==> src/rtl/fm_parity_check.sv <==
// fm_parity_check
//   Parity checker for the fast-memory (AC block). On each FM write it stores
//   one odd-parity bit per half-word, regenerated from the EDP slice XOR
//   outputs. On each checked FM read it compares the stored bit against the
//   freshly regenerated parity and latches the first error with its address.
//
//   Geometry: 8 blocks x 16 ACs = 128 entries, two halves (left/right) each.
//
// Ports
//   clk_apr_h                  in   clock, rising edge
//   apr_reset_l                in   asynchronous active-low reset
//   apr_fm_block_{1,2,4}_h     in   FM block number
//   apr_fm_adr_{1,2,4,10}_h    in   AC number
//   con_fm_write_00to17_l      in   left-half write strobe (active low)
//   con_fm_write_18to35_l      in   right-half write strobe (active low)
//   con_fm_check_en_h          in   check request for the current address
//   edp_fm_parity_*_h          in   six slice XOR outputs
//   apr_fm_par_clr_h           in   clear the error latch
//   apr_fm_inject_h            in   store inverted parity on writes
//   apr_fm_par_err_h           out  error latch
//   apr_fm_par_overrun_h       out  further error while latched
//   apr_fm_err_adr_h[6:0]      out  captured {block, adr}
//   apr_fm_err_half_h[1:0]     out  captured halves, [1]=left [0]=right
//
// Configuration macro
//   FM_PARITY_INJECT_EN  when defined, apr_fm_inject_h inverts the stored
//                        parity; otherwise the input is ignored.

module fm_parity_check (
  input  logic       clk_apr_h,
  input  logic       apr_reset_l,
  input  logic       apr_fm_block_1_h,
  input  logic       apr_fm_block_2_h,
  input  logic       apr_fm_block_4_h,
  input  logic       apr_fm_adr_1_h,
  input  logic       apr_fm_adr_2_h,
  input  logic       apr_fm_adr_4_h,
  input  logic       apr_fm_adr_10_h,
  input  logic       con_fm_write_00to17_l,
  input  logic       con_fm_write_18to35_l,
  input  logic       con_fm_check_en_h,
  input  logic       edp_fm_parity_00to05_h,
  input  logic       edp_fm_parity_06to11_h,
  input  logic       edp_fm_parity_12to17_h,
  input  logic       edp_fm_parity_18to23_h,
  input  logic       edp_fm_parity_24to29_h,
  input  logic       edp_fm_parity_30to35_h,
  input  logic       apr_fm_par_clr_h,
  input  logic       apr_fm_inject_h,
  output logic       apr_fm_par_err_h,
  output logic       apr_fm_par_overrun_h,
  output logic [6:0] apr_fm_err_adr_h,
  output logic [1:0] apr_fm_err_half_h
);

  typedef enum logic {IDLE = 1'b0, LATCHED = 1'b1} state_t;

  function automatic logic odd_par(input logic [2:0] slices);
    return ~(^slices);
  endfunction

  logic [6:0] idx;
  logic       pl, pr;
  logic       wr_l, wr_r;
  logic       inj;

  assign idx  = {apr_fm_block_4_h, apr_fm_block_2_h, apr_fm_block_1_h,
                 apr_fm_adr_10_h, apr_fm_adr_4_h, apr_fm_adr_2_h, apr_fm_adr_1_h};
  assign pl   = odd_par({edp_fm_parity_12to17_h, edp_fm_parity_06to11_h,
                         edp_fm_parity_00to05_h});
  assign pr   = odd_par({edp_fm_parity_30to35_h, edp_fm_parity_24to29_h,
                         edp_fm_parity_18to23_h});
  assign wr_l = ~con_fm_write_00to17_l;
  assign wr_r = ~con_fm_write_18to35_l;

`ifdef FM_PARITY_INJECT_EN
  assign inj = apr_fm_inject_h;
`else
  logic unused_inj;
  assign inj        = 1'b0;
  assign unused_inj = apr_fm_inject_h;
`endif

  // Parity store: valid bits are reset, parity bits are plain data.
  logic [127:0] val_l_q, val_r_q;
  logic [127:0] par_l_q, par_r_q;

  always_ff @(posedge clk_apr_h or negedge apr_reset_l) begin
    if (!apr_reset_l) begin
      val_l_q <= '0;
      val_r_q <= '0;
    end else begin
      if (wr_l) val_l_q[idx] <= 1'b1;
      if (wr_r) val_r_q[idx] <= 1'b1;
    end
  end

  always_ff @(posedge clk_apr_h) begin
    if (wr_l) par_l_q[idx] <= pl ^ inj;
    if (wr_r) par_r_q[idx] <= pr ^ inj;
  end

  // ---- stage p1: sampled check (store read before this edge's write) ----
  logic       vld_p1;
  logic [6:0] idx_p1;
  logic       chk_l_p1, chk_r_p1;
  logic       spar_l_p1, spar_r_p1;
  logic       rpar_l_p1, rpar_r_p1;

  always_ff @(posedge clk_apr_h or negedge apr_reset_l) begin
    if (!apr_reset_l) vld_p1 <= 1'b0;
    else              vld_p1 <= con_fm_check_en_h;
  end

  // A half written at the sampling edge is excluded: the write wins.
  always_ff @(posedge clk_apr_h) begin
    idx_p1    <= idx;
    chk_l_p1  <= val_l_q[idx] & ~wr_l;
    chk_r_p1  <= val_r_q[idx] & ~wr_r;
    spar_l_p1 <= par_l_q[idx];
    spar_r_p1 <= par_r_q[idx];
    rpar_l_p1 <= pl;
    rpar_r_p1 <= pr;
  end

  logic [1:0] mis;
  assign mis = {vld_p1 & chk_l_p1 & (spar_l_p1 ^ rpar_l_p1),
                vld_p1 & chk_r_p1 & (spar_r_p1 ^ rpar_r_p1)};

  // ---- stage p2: error latch ----
  state_t     state_q;
  logic       err_q, ovr_q;
  logic [6:0] adr_q;
  logic [1:0] half_q;

  // A mismatch coinciding with clear captures fresh, as if the latch was idle.
  always_ff @(posedge clk_apr_h or negedge apr_reset_l) begin
    if (!apr_reset_l) begin
      state_q <= IDLE;
      err_q   <= 1'b0;
      ovr_q   <= 1'b0;
      adr_q   <= '0;
      half_q  <= '0;
    end else if (|mis) begin
      if (state_q == IDLE || apr_fm_par_clr_h) begin
        state_q <= LATCHED;
        err_q   <= 1'b1;
        ovr_q   <= 1'b0;
        adr_q   <= idx_p1;
        half_q  <= mis;
      end else begin
        ovr_q   <= 1'b1;
      end
    end else if (apr_fm_par_clr_h) begin
      state_q <= IDLE;
      err_q   <= 1'b0;
      ovr_q   <= 1'b0;
      adr_q   <= '0;
      half_q  <= '0;
    end
  end

  assign apr_fm_par_err_h     = err_q;
  assign apr_fm_par_overrun_h = ovr_q;
  assign apr_fm_err_adr_h     = adr_q;
  assign apr_fm_err_half_h    = half_q;

endmodule

==> config.mk <==
export PLATFORM = sky130hd
export DESIGN_NAME = fm_parity_check
export DESIGN_NICKNAME = d
export VERILOG_FILES = /design/src/rtl/fm_parity_check.sv
export SDC_FILE = /design/constraint.sdc
export NUM_CORES = 1
export LEC_CHECK = 0
export BUFFER_PORTS_ARGS = -buffer_cell sky130_fd_sc_hd__buf_4
export CORE_ASPECT_RATIO = 1.1
export CORE_MARGIN = 5
export CORE_UTILIZATION = 35
export CTS_CLUSTER_SIZE = 25
export DETAILED_ROUTE_END_ITERATION = 8
export PLACE_DENSITY = 0.46
export SLEW_MARGIN = 25
export SYNTH_ARGS = -nofsm -noshare
export SYNTH_HDL_FRONTEND = slang
export SYNTH_SLANG_ARGS = --single-unit
export TNS_END_PERCENT = 1
==> constraint.sdc <==
create_clock -name clk_apr_h -period 5.4 [get_ports clk_apr_h]
set_input_delay 0.81 -clock clk_apr_h [delete_from_list [all_inputs] [get_ports clk_apr_h]]
set_output_delay 0.81 -clock clk_apr_h [all_outputs]
set_load 0.02 [all_outputs]
==> results of run 1 <==
[registers in the layout, indices dropped and copies added (netlist names), 2 cells and up]
name and flops:
apr_fm_err_adr_h 7, val_l_q 128, val_r_q 128, apr_fm_err_half_h 2
par_l_q 128, par_r_q 128, idx_p1 7
[synthesized netlist by cell type, types with 6 or more instances]
| cell | n | area share [%] |
|---|---|---|
| sky130_fd_sc_hd__a221oi_1 | 39 | 1.5 |
| sky130_fd_sc_hd__nand3b_1 | 7 | 0.24 |
| sky130_fd_sc_hd__or2_2 | 249 | 7.0 |
| sky130_fd_sc_hd__o21ai_1 | 6 | 0.13 |
| sky130_fd_sc_hd__edfxtp_1 | 256 | 34 |
| sky130_fd_sc_hd__a22o_1 | 15 | 0.59 |
| sky130_fd_sc_hd__or2_1 | 7 | 0.20 |
| sky130_fd_sc_hd__mux2_2 | 14 | 0.71 |
| sky130_fd_sc_hd__buf_2 | 43 | 0.96 |
| sky130_fd_sc_hd__o21ai_0 | 33 | 0.74 |
| sky130_fd_sc_hd__dfxtp_1 | 13 | 1.2 |
| sky130_fd_sc_hd__clkbuf_1 | 39 | 0.66 |
| sky130_fd_sc_hd__a31oi_1 | 8 | 0.22 |
| sky130_fd_sc_hd__a21oi_1 | 21 | 0.47 |
| sky130_fd_sc_hd__inv_1 | 14 | 0.24 |
| sky130_fd_sc_hd__mux2i_1 | 76 | 3.4 |
| sky130_fd_sc_hd__o22ai_1 | 28 | 0.78 |
| sky130_fd_sc_hd__nor2_1 | 273 | 4.6 |
| sky130_fd_sc_hd__mux4_2 | 39 | 3.9 |
| sky130_fd_sc_hd__nand2_1 | 66 | 1.1 |
| sky130_fd_sc_hd__nand2b_1 | 11 | 0.31 |
| sky130_fd_sc_hd__nand3_1 | 10 | 0.22 |
| sky130_fd_sc_hd__nor2b_1 | 13 | 0.36 |
| sky130_fd_sc_hd__a22oi_1 | 36 | 1.2 |
| sky130_fd_sc_hd__mux2_1 | 11 | 0.55 |
| sky130_fd_sc_hd__dfrtp_1 | 268 | 30 |
| sky130_fd_sc_hd__o221ai_1 | 13 | 0.51 |
| sky130_fd_sc_hd__buf_6 | 10 | 0.50 |
| sky130_fd_sc_hd__buf_4 | 6 | 0.20 |
[metrics by stage]
stage	cells	power, mW	util, %	hold WS (ps)
after floorplan	1709	5.41	-	427
after global placement	2518	5.77	37.0	442
after detailed placement	2518	5.78	37.0	439
after CTS	2630	9.77	40.0	227
after global routing	2630	10.0	40.0	251
final	2630	9.66	40.0	194
[worst max-delay path, delay by kind of cell]
family | cells | cell delay (ps)
buffers and inverters | 3 | 1330
and+or+nand+nor | 3 | 1440
[cells by family (layout without fill, tap and decap cells)]
family                    Yosys count  after routing
and+or+nand+nor                   663            663
DFF                               537            537
AOI/OAI and AO/OA                 241            241
muxes                             140            140
buffers and inverters             122            202
xor gates and xnor gates            6              6
[how the worst max path moves through the flow]
stage	from	endpoint	slack (ps)	cells after the start
2_1_floorplan	edp_fm_parity_18to23_h	par_r_q[0]	-190	2
3_3_place_gp	apr_fm_adr_2_h	par_r_q[78]	1440	6
3_5_place_dp	apr_fm_adr_4_h	par_r_q[78]	1420	6
4_1_cts	apr_fm_adr_4_h	par_r_q[78]	2070	6
5_1_grt	apr_fm_adr_2_h	par_r_q[78]	1960	6
6_report	apr_fm_adr_4_h	par_r_q[78]	2060	6
[area by class of cell]
cell class / instances / area [um^2]
fill: 5997 / 38100
sequential: 537 / 14700
multi-input combinational: 1050 / 7090
clock buffer: 89 / 1730
tap: 841 / 1050
timing repair buffer: 73 / 622
clock inverter: 23 / 165
inverter: 17 / 63.8
[power by group through the flow]
stage | Combinational [mW] | Sequential [mW] | Clock [mW]
floorplan | 0.590 | 4.82 | 0
global placement | 0.933 | 4.84 | 0
detailed placement | 0.944 | 4.84 | 0
CTS | 0.946 | 4.77 | 4.05
global route | 1.01 | 4.80 | 4.23
finish | 0.931 | 4.77 | 3.96
[metal layers]
metal	up-vias	track usage (%)
met5	-	0
met2	377	32.8
met4	0	5.87
met3	110	2.97
li1	6207	-
met1	7388	26.5
==> summary.md, run 1 <==
| Metric | Value |
|---|---|
| Post-CTS Setup Inserts | 0 |
| Cells resized by post-CTS repair | 0 |
| CTS HTree Levels | 2 |
| Total congestion overflow | 0 |
| Pin count of the biggest net entering global routing | 130 |
| Dominant register cell in the synthesized netlist | sky130_fd_sc_hd__dfrtp_1 |
| Largest buffer count on any clock path | 3 |
| Worst-path clk slew | about 60 ps |
| Placed standard-cell area | roughly 0.023 mm^2 |
| Starting DRC count in detailed routing | 1050 |
| Final Skew | around 19 ps |
| Endpoint type of the worst setup path | flip-flop |
| Root Buffer Master | sky130_fd_sc_hd__clkbuf_16 |
| Sinks on Clock Net | 537 |
| Net Sw Frac | between 20% and 30% |
| Final WS setup | approximately 2000 ps |
| First-pass GRT wire length | 101000 um |
| Headroom to the max-slew limit | slightly below 30% |
| CP startpoint kind | input port |
| Data required, critical path | 5690 ps |
| Register-to-Register Setup Slack | 3140 ps |
| Sequential cell area fraction in the yosys report | 65.6% |
| Fin Setup TNS | 0 ps |
| Highest fanout seen on the critical path | 64 |
| Average wire per standard cell | 25.9 um |
| Critical path arrival | 3630 ps |
| Leading cell type in the layout, fill and taps excluded | sky130_fd_sc_hd__nor2_1 |
| Count of final max-slew check failures | 0 |
| R2r endpoint | spar_r_p1 |
| Share of cells above drive strength 1 | 26.8% |
| Post-synthesis area per instance | 13.1 um^2 |
| Post-detailed-placement half-perimeter wirelength | 41400 um |
| Ys Warns | 0 |
| Max Cap Viol | 0 |
| Internal | 7.31 mW |
| Aggregate global-route resource usage | between 10% and 20% |
| FFs w/ async S/R, synth | 49.9% |
| Leakage | about 10 nW |
| PD cells | 381 mW/mm^2 |
| Via count of the first global-routing pass | 14800 |
| Slowest-stage cell, CP | sky130_fd_sc_hd__and2_1 |
| Starting density of the core | 35.2% |
| Via count | 14100 |
| Portion of the clock cycle consumed by the worst path in the final layout | 61.9% |
| Post-route met1 wirelength | 30200 um |
| Library cells used by synthesis | 72 |
| # hold bufs at CTS | 0 |
| Simple-gate portion of the synthesized area | 14.9% |
| Area growth, synth to finish | 13.6% |
| Chip height | 275 um |
| Category of the critical setup timing path | input port to flip-flop |
| Total Die Area | 0.0690 mm^2 |
| Clock tree from TritonCTS | done |
| Cell Area, Synth | 0.0223 mm^2 |
| XOR/XNOR Fraction of Synth Area | 0.235% |
| Worst-path cell chain | buf_6, and2_1, buf_4, nand2_1, buf_4, nor2_1 |
| Leading cell types in the layout, fill and taps excluded | 273 x sky130_fd_sc_hd__nor2_1, 268 x sky130_fd_sc_hd__dfrtp_1, 256 x sky130_fd_sc_hd__edfxtp_1 |
| Number of remaining DRC errors | 0 |
| Metal2 WL | roughly 33000 um |
| Transition time of the tightest slew-check pin | 1060 ps |
| Boundary Pins | 31 |
| Count of nets after finishing | 1759 |
| Source-to-sink clock delay at the later pin of the worst-skew pair | about 630 ps |
| Synthesized netlist cell count | 1709 |
| Result of the run | finished clean |
| Total core area | 0.0635 mm^2 |
| Switch Pwr | 2.34 mW |
| Post-placement worst setup slack | 1420 ps |
| Crit path largest cell delay | 760 ps |
| Part of the power in the clock network | just over 40% |
| Number of rows created at floorplan | 97 |
| Seq cells post-synth | 537 |
| Share of total power in combinational logic | under 10% |
| Top metal layer carrying routed signals | met4 |
| Number of CTS-inserted buffers | 60 |
| Post-synth net total | 1729 |
| Synth Area in Adders | 0% |
| Count of endpoints failing hold in the final timing report | 0 |
| Multiplexer share of the synthesized area | 8.60% |
| Count of buffers inserted at the top-level ports | 29 |
| Reg power frac | about half |
| Setup violations, final | 0 |
| Most prevalent standard cell on the critical path | sky130_fd_sc_hd__buf_4 |
| Detailed-route vias per instance | 5.35 |
| Main combinational cell family by area after synthesis | simple AND/OR/NAND/NOR gates |
| Count of TritonRoute iterations in the first routing pass | 5 |
| Count of flip-flops with a built-in enable after synthesis | 256 |
| Detailed route wirelength on metal3 | 3300 um |
| Number of antenna violations at the first check in global routing | 0 |
| Timing-limited maximum frequency | 299 MHz |
| Synthesized-area fraction occupied by ao, oa, aoi and oai cells | roughly 7.9% |
| RD Place Congestion | between 0.7 and 0.8 |
| Final instance area | roughly 0.025 mm^2 |
| Peak supply drop | around 260 uV |
| Start of the worst register-to-register path | par_r_q[30] |
| Routed Wire Length | 68200 um |
| Worst min path class | input port to async pin |
| Antenna diode count | 0 |
| Depth of the most critical reg-to-reg path | 6 |
| Chip width | 251 um |
| Minimum clock period | 3340 ps |
| RSZ-0062 raised after global routing | false |
| Routed Antenna Nets | 0 |
Power figures use the tool's default switching activity.
==> inputs of run 2 (changes only) <==
==> constraint.sdc (replaced) <==
create_clock -name clk_apr_h -period 3.4 [get_ports clk_apr_h]
set_input_delay 0.51 -clock clk_apr_h [delete_from_list [all_inputs] [get_ports clk_apr_h]]
set_output_delay 0.51 -clock clk_apr_h [all_outputs]
set_load 0.02 [all_outputs]
==> run 2 against run 1 <==
Compared with the run above: worst setup slack lost 1000 ps; non-clock buffer count grew 81; die area is the same; via count grew 1.7%; final cell count grew 3.4%; hold slack lost 78 ps; global-route usage grew 0.19 points; clock skew shrank 4.4 ps; combinational power grew 66%; clock power grew 74%; cell area grew 3.9%; critical path depth grew 1.
==> summary.md, run 2 (synthesized netlist as in run 1, its figures left out) <==
| Metric | Value |
|---|---|
| Minimum clock period | about 2400 ps |
| Source-to-sink clock delay at the later pin of the worst-skew pair | 590 ps (was 630 ps) |
| Worst-path clk slew | 60 ps (about the same) |
| Area growth, synth to finish | 18.1% (was 13.6%) |
| Count of nets after finishing | 1846 (was 1759) |
| CTS HTree Levels | 3 (was 2) |
| Transition time of the tightest slew-check pin | 849 ps (was 1060 ps) |
| Headroom to the max-slew limit | 43.2% (was 29.2%) |
| Count of buffers inserted at the top-level ports | 29 (unchanged) |
| Count of final max-slew check failures | 0 (unchanged) |
| Result of the run | finished clean (unchanged) |
| Register-to-Register Setup Slack | 1310 ps (was 3140 ps) |
| Root Buffer Master | sky130_fd_sc_hd__clkbuf_16 (unchanged) |
| Cell count after placement | 2597 (was 2518) |
| Share of the core filled with cells | 41.5% (was 40.0%) |
| Timing-limited maximum frequency | between 400 and 500 MHz |
| # hold bufs at CTS | 2 (was 0) |
| Final Skew | 14.9 ps (was 19.3 ps) |
| CP startpoint kind | input port (unchanged) |
| Number of rows created at floorplan | 97 (unchanged) |
| PD cells | 608 mW/mm^2 (was 381 mW/mm^2) |
| Number of CTS-inserted buffers | 66 (was 60) |
| Leading cell types in the layout, fill and taps excluded | 273 x sky130_fd_sc_hd__nor2_1, 268 x sky130_fd_sc_hd__dfrtp_1, 256 x sky130_fd_sc_hd__edfxtp_1 (unchanged) |
| Largest buffer count on any clock path | 3 (unchanged) |
| Cells resized by post-CTS repair | 0 (unchanged) |
| Share of cells above drive strength 1 | 30.1% (was 26.8%) |
| Fin Setup TNS | 0 ps (unchanged) |
| Pin count of the biggest net entering global routing | 130 (unchanged) |
| RD Place Congestion | 0.798 (was 0.787) |
| Chip height | 275 um (unchanged) |
| Via count of the first global-routing pass | 15100 (was 14800) |
| Total core area | 0.0635 mm^2 (unchanged) |
| Category of the critical setup timing path | input port to flip-flop (unchanged) |
| Antenna diode count | 0 (unchanged) |
| Sinks on Clock Net | 537 (unchanged) |
| Post-detailed-placement half-perimeter wirelength | 44300 um (was 41400 um) |
| Final Hold Slack | 116 ps (was 194 ps) |
| Via count | 14300 (was 14100) |
| Portion of the clock cycle consumed by the worst path in the final layout | 69.8% |
| Number of antenna violations at the first check in global routing | 0 (unchanged) |
| Detailed-route vias per instance | 5.26 (was 5.35) |
| Worst min path class | input port to flip-flop (was input port to async pin) |
| Starting density of the core | 35.2% (unchanged) |
| Leading cell type in the layout, fill and taps excluded | sky130_fd_sc_hd__nor2_1 (unchanged) |
| Average wire per standard cell | 25.1 um (was 25.9 um) |
| Final Total Pwr | 16.0 mW (was 9.66 mW) |
| RSZ-0062 raised after global routing | false (unchanged) |
| Routed Antenna Nets | 0 (unchanged) |
| Max Cap Viol | 0 (unchanged) |
| Critical path arrival | 2880 ps (was 3630 ps) |
| Number of remaining DRC errors | 0 (unchanged) |
| Area used by multi-input combinational logic | 0.00707 mm^2 (was 0.00709 mm^2) |
| Count of endpoints failing hold in the final timing report | 0 (unchanged) |
| Post-CTS Setup Inserts | 0 (unchanged) |
| Total congestion overflow | 0 (unchanged) |
| Aggregate global-route resource usage | 19.7% (was 19.5%) |
| Count of TritonRoute iterations in the first routing pass | 5 (unchanged) |
| Peak supply drop | 383 uV (was 261 uV) |
| Leakage | 10.9 nW (was 10.4 nW) |
| Post-route insts no fill | 2720 (was 2630) |
| Total Die Area | 0.0690 mm^2 (unchanged) |
| Routed Wire Length | 68300 um (was 68200 um) |
| Filler cells | 5968 (was 5997) |
| Boundary Pins | 31 (unchanged) |
| Clock tree from TritonCTS | done (unchanged) |
| Endpoint type of the worst setup path | flip-flop (unchanged) |
| Setup violations, final | 0 (unchanged) |
| Highest fanout seen on the critical path | 43 (was 64) |
| Chip width | 251 um (unchanged) |
| Starting DRC count in detailed routing | 1185 (was 1050) |
| First-pass GRT wire length | 102000 um (was 101000 um) |
| Data required, critical path | 3900 ps (was 5690 ps) |
| Register Area | 0.0147 mm^2 (unchanged) |
## run 2: report_power, final
| part | internal [mW] | switching, mW | leakage (nW) |
|---|---|---|---|
| combinational | 0.670 | 0.884 | 3.93 |
| clock | 4.15 | 2.75 | 1.06 |
| sequential | 7.36 | 0.215 | 5.95 |
| total | 12.2 | 3.84 | 10.9 |
## run 2: final timing paths
| path | end | startpoint | cells after the start |
|---|---|---|---|
| setup / recovery | chk_l_p1 | apr_fm_adr_4_h | 7 |
| hold / removal | idx_p1[6] | apr_fm_block_4_h | 1 |
| setup reg to reg | spar_r_p1 | par_r_q[30] | 6 |
| hold reg to reg | apr_fm_err_adr_h[0] | idx_p1[0] | 2 |
| max in group asynchronous | val_l_q[59] | apr_reset_l | 3 |
| min in group asynchronous | val_r_q[29] | apr_reset_l | 2 |
## run 2: metal layers
metal,vias up,wire length (um),GRT usage (%)
met1,7427,30100,26.8
met5,-,0,0
met2,391,33300,33.1
met3,104,3210,3.02
met4,0,1680,5.70
li1,6397,-,-
## run 2: cell type report
type / instances / area share, %
multi-input combinational: 1050 / 26.8
tap: 841 / 3.99
clock buffer: 107 / 7.82
timing repair buffer: 154 / 5.25
sequential: 537 / 55.6
clock inverter: 14 / 0.304
inverter: 17 / 0.242
## run 2: stage by stage
stage               setup WS [ps]  instance area (um^2)
global placement              500                 24200
finish                       1030                 26400
detailed placement            462                 24200
global route                  905                 26400
CTS                          1080                 26400
floorplan                   -1890                 22300
## run 2: worst max-delay path, cell delays in order
cell and delay [ps]:
sky130_fd_sc_hd__buf_6 390, sky130_fd_sc_hd__and2b_1 550, sky130_fd_sc_hd__a221oi_1 180, sky130_fd_sc_hd__or4_1 590
sky130_fd_sc_hd__a31oi_1 260, sky130_fd_sc_hd__o31ai_1 130, sky130_fd_sc_hd__a41oi_1 220
==> inputs of run 3 (changes only) <==
--- a/config.mk
+++ b/config.mk
@@ -11,7 +11,7 @@
 export CORE_UTILIZATION = 35
 export CTS_CLUSTER_SIZE = 25
 export DETAILED_ROUTE_END_ITERATION = 8
-export PLACE_DENSITY = 0.46
+export PLACE_DENSITY = 0.48
 export SLEW_MARGIN = 25
 export SYNTH_ARGS = -nofsm -noshare
 export SYNTH_HDL_FRONTEND = slang
==> constraint.sdc (replaced) <==
create_clock -name clk_apr_h -period 2 [get_ports clk_apr_h]
set_input_delay 0.3 -clock clk_apr_h [delete_from_list [all_inputs] [get_ports clk_apr_h]]
set_output_delay 0.3 -clock clk_apr_h [all_outputs]
set_load 0.02 [all_outputs]
==> run 3 against run 2 <==
Compared with the run above: hold slack got worse by 80 ps; flip-flop and latch count unchanged; sequential share of layout area decreased by 3.3 points; largest power group unchanged; cell area increased by 6.3%; critical endpoint is now par_r_q[36]; wire length increased by 4.1%.
==> summary.md, run 3 (synthesized netlist as in run 1, its figures left out) <==
| Metric | Value |
|---|---|
| CTS HTree Levels | 2 (was 3) |
| Final Total Pwr | 27.1 mW (was 16.0 mW) |
| Pin count of the biggest net entering global routing | 58 (was 130) |
| Sink of the worst hold path | idx_p1[2] (was idx_p1[6]) |
| PD cells | 966 mW/mm^2 (was 608 mW/mm^2) |
| Number of CTS-inserted buffers | 59 (was 66) |
| Total core area | 0.0635 mm^2 (unchanged) |
| Transition time of the tightest slew-check pin | 445 ps (was 849 ps) |
| Worst-path clk slew | 60 ps (about the same) |
| Setup violations, final | 0 (unchanged) |
| Count of buffers inserted at the top-level ports | 29 (unchanged) |
| Via count of the first global-routing pass | 16000 (was 15100) |
| Chip height | 275 um (unchanged) |
| Metal2 WL | 34900 um (was 33300 um) |
| Starting DRC count in detailed routing | 1160 (was 1185) |
| Endpoint type of the worst setup path | flip-flop (unchanged) |
| Via count | 15200 (was 14300) |
| Post-route met1 wirelength | 31200 um (was 30100 um) |
| Beginning of the worst hold path | apr_fm_adr_4_h (was apr_fm_block_4_h) |
| Source-to-sink clock delay at the later pin of the worst-skew pair | 630 ps (was 590 ps) |
| Count of TritonRoute iterations in the first routing pass | 5 (unchanged) |
| Count of final max-slew check failures | 0 (unchanged) |
| Total congestion overflow | 0 (unchanged) |
| Headroom to the max-slew limit | 70.2% (was 43.2%) |
| Peak supply drop | 708 uV (was 383 uV) |
| Chip width | 251 um (unchanged) |
| Max Cap Viol | 0 (unchanged) |
| Share of cells above drive strength 1 | 36.7% (was 30.1%) |
| Timing-limited maximum frequency | ~500 MHz |
| RD Place Congestion | 0.866 (was 0.798) |
| Number of rows created at floorplan | 97 (unchanged) |
| Top metal layer carrying routed signals | met4 (unchanged) |
| RSZ-0062 raised after global routing | true (was false) |
| Cell count after placement | 2775 (was 2597) |
| Post-route insts no fill | 2895 (was 2720) |
| Highest fanout seen on the critical path | 16 (was 43) |
| Critical path arrival | 2340 ps (was 2880 ps) |
| Boundary Pins | 31 (unchanged) |
| Minimum clock period | 2000 ps |
| Leakage | 11.9 nW (was 10.9 nW) |
| First-pass GRT wire length | 107000 um (was 102000 um) |
| Category of the critical setup timing path | input port to flip-flop (unchanged) |
| Final Skew | 17.5 ps (was 14.9 ps) |
| Starting density of the core | 35.2% (unchanged) |
| Start of the worst register-to-register path | par_l_q[101] (was par_r_q[30]) |
| Result of the run | finished clean (unchanged) |
| Routed Antenna Nets | 0 (unchanged) |
| Number of remaining DRC errors | 0 (unchanged) |
| Detailed-route vias per instance | 5.24 (was 5.26) |
| Filler cells | 5789 (was 5968) |
| Count of nets after finishing | 2024 (was 1846) |
| Area growth, synth to finish | 25.5% (was 18.1%) |
| Sinks on Clock Net | 537 (unchanged) |
| R2r endpoint | spar_l_p1 (was spar_r_p1) |
| Depth of the most critical reg-to-reg path | 6 (unchanged) |
| Aggregate global-route resource usage | 20.5% (was 19.7%) |
| Count of endpoints failing hold in the final timing report | 0 (unchanged) |
| Worst min path class | input port to flip-flop (unchanged) |
| Register-to-Register Setup Slack | 10 ps (was 1310 ps) |
| Clock tree from TritonCTS | done (unchanged) |
| Antenna diode count | 0 (unchanged) |
| Final Hold Slack | 35.8 ps (was 116 ps) |
| Total Die Area | 0.0690 mm^2 (unchanged) |
| Share of the core filled with cells | 44.1% (was 41.5%) |
| Average wire per standard cell | 24.6 um (was 25.1 um) |
| Hold-critical path depth | 2 (was 1) |
| CP startpoint kind | input port (unchanged) |
| Root Buffer Master | sky130_fd_sc_hd__clkbuf_16 (unchanged) |
| Largest buffer count on any clock path | 3 (unchanged) |
| Leading cell types in the layout, fill and taps excluded | 288 x sky130_fd_sc_hd__buf_4, 272 x sky130_fd_sc_hd__nor2_1, 268 x sky130_fd_sc_hd__dfrtp_1 (was 273 x sky130_fd_sc_hd__nor2_1, 268 x sky130_fd_sc_hd__dfrtp_1, 256 x sky130_fd_sc_hd__edfxtp_1) |
| Data required, critical path | 2340 ps (was 3900 ps) |
| Leading cell type in the layout, fill and taps excluded | sky130_fd_sc_hd__buf_4 (was sky130_fd_sc_hd__nor2_1) |
| Number of antenna violations at the first check in global routing | 0 (unchanged) |
| Portion of the clock cycle consumed by the worst path in the final layout | 99.8% |
| Routed Wire Length | 71100 um (was 68300 um) |
| Detailed route wirelength on metal3 | 3100 um (was 3210 um) |
| Post-detailed-placement half-perimeter wirelength | 49900 um (was 44300 um) |
| Post-CTS Setup Inserts | 0 (unchanged) |
-- run 3: cell count changes in the layout (fill, tap and decap cells not counted), moves of 4 or more --
| cell | change |
|---|---|
| sky130_fd_sc_hd__buf_12 | +23 |
| sky130_fd_sc_hd__buf_4 | +155 |
| sky130_fd_sc_hd__bufinv_16 | +6 |
| sky130_fd_sc_hd__clkbuf_1 | -7 |
| sky130_fd_sc_hd__clkinv_2 | +4 |
| sky130_fd_sc_hd__dlygate4sd3_1 | +7 |
| sky130_fd_sc_hd__clkbuf_16 | -12 |
-- run 3: metal layers --
| layer | GRT usage (%) | vias up |
|---|---|---|
| met5 | 0 | - |
| met2 | 34.5 | 402 |
| met4 | 5.86 | 0 |
| met3 | 2.83 | 126 |
| li1 | - | 6738 |
| met1 | 28.1 | 7891 |
-- run 3: area by class of cell --
class	instances	area (um^2)	share of cell area, %
flip-flops and latches	537	14700	52.3
multi-input cells	1050	7190	25.6
repair buffers	339	3080	11.0
clock buffers	85	1690	6.05
well taps	841	1050	3.76
clock inverters	26	292	1.04
inverters	17	63.8	0.228
-- run 3: how the worst max path moves through the flow --
| stage | startpoint | endpoint | slack [ps] | cells after the start |
|---|---|---|---|---|
| after floorplan | edp_fm_parity_00to05_h | par_l_q[0] | -210 | 2 |
| after global placement | apr_fm_adr_1_h | chk_l_p1 | -660 | 10 |
| after detailed placement | apr_fm_adr_2_h | spar_r_p1 | -700 | 9 |
| after CTS | par_r_q[92] | spar_r_p1 | 1 | 6 |
| after global routing | par_l_q[98] | spar_l_p1 | -110 | 6 |
| final | apr_fm_adr_10_h | par_r_q[36] | 5 | 7 |
-- run 3: where the power goes --
part	total (mW)	internal, mW	switching (mW)
Clock	11.2	6.64	4.54
Sequential	12.9	12.5	0.402
Combinational	2.99	1.39	1.59
-- run 3: what timing repair did --
action,CTS,global route
gates resized for setup,7,8
endpoints found under the setup margin,2,6
hold buffers,9,0
hold endpoints to repair,277,0
cloned,0,0
pin swaps,3,1
-- run 3: worst max-delay path, stage by stage --
cell	delay, ps
sky130_fd_sc_hd__dlygate4sd3_1	530
sky130_fd_sc_hd__buf_4	220
sky130_fd_sc_hd__nor2_1	380
sky130_fd_sc_hd__nand2_1	310
sky130_fd_sc_hd__buf_4	310
sky130_fd_sc_hd__nor2_1	140
sky130_fd_sc_hd__buf_4	120
-- run 3: through the flow --
stage	instance area (um^2)	setup slack [ps]	TNS, ps
after floorplan	22400	-212	-54400
after global placement	25900	-658	-22350
after detailed placement	25900	-704	-26260
after CTS	28000	1.28	0
after global routing	28000	-112	-252
final	28000	4.51	0
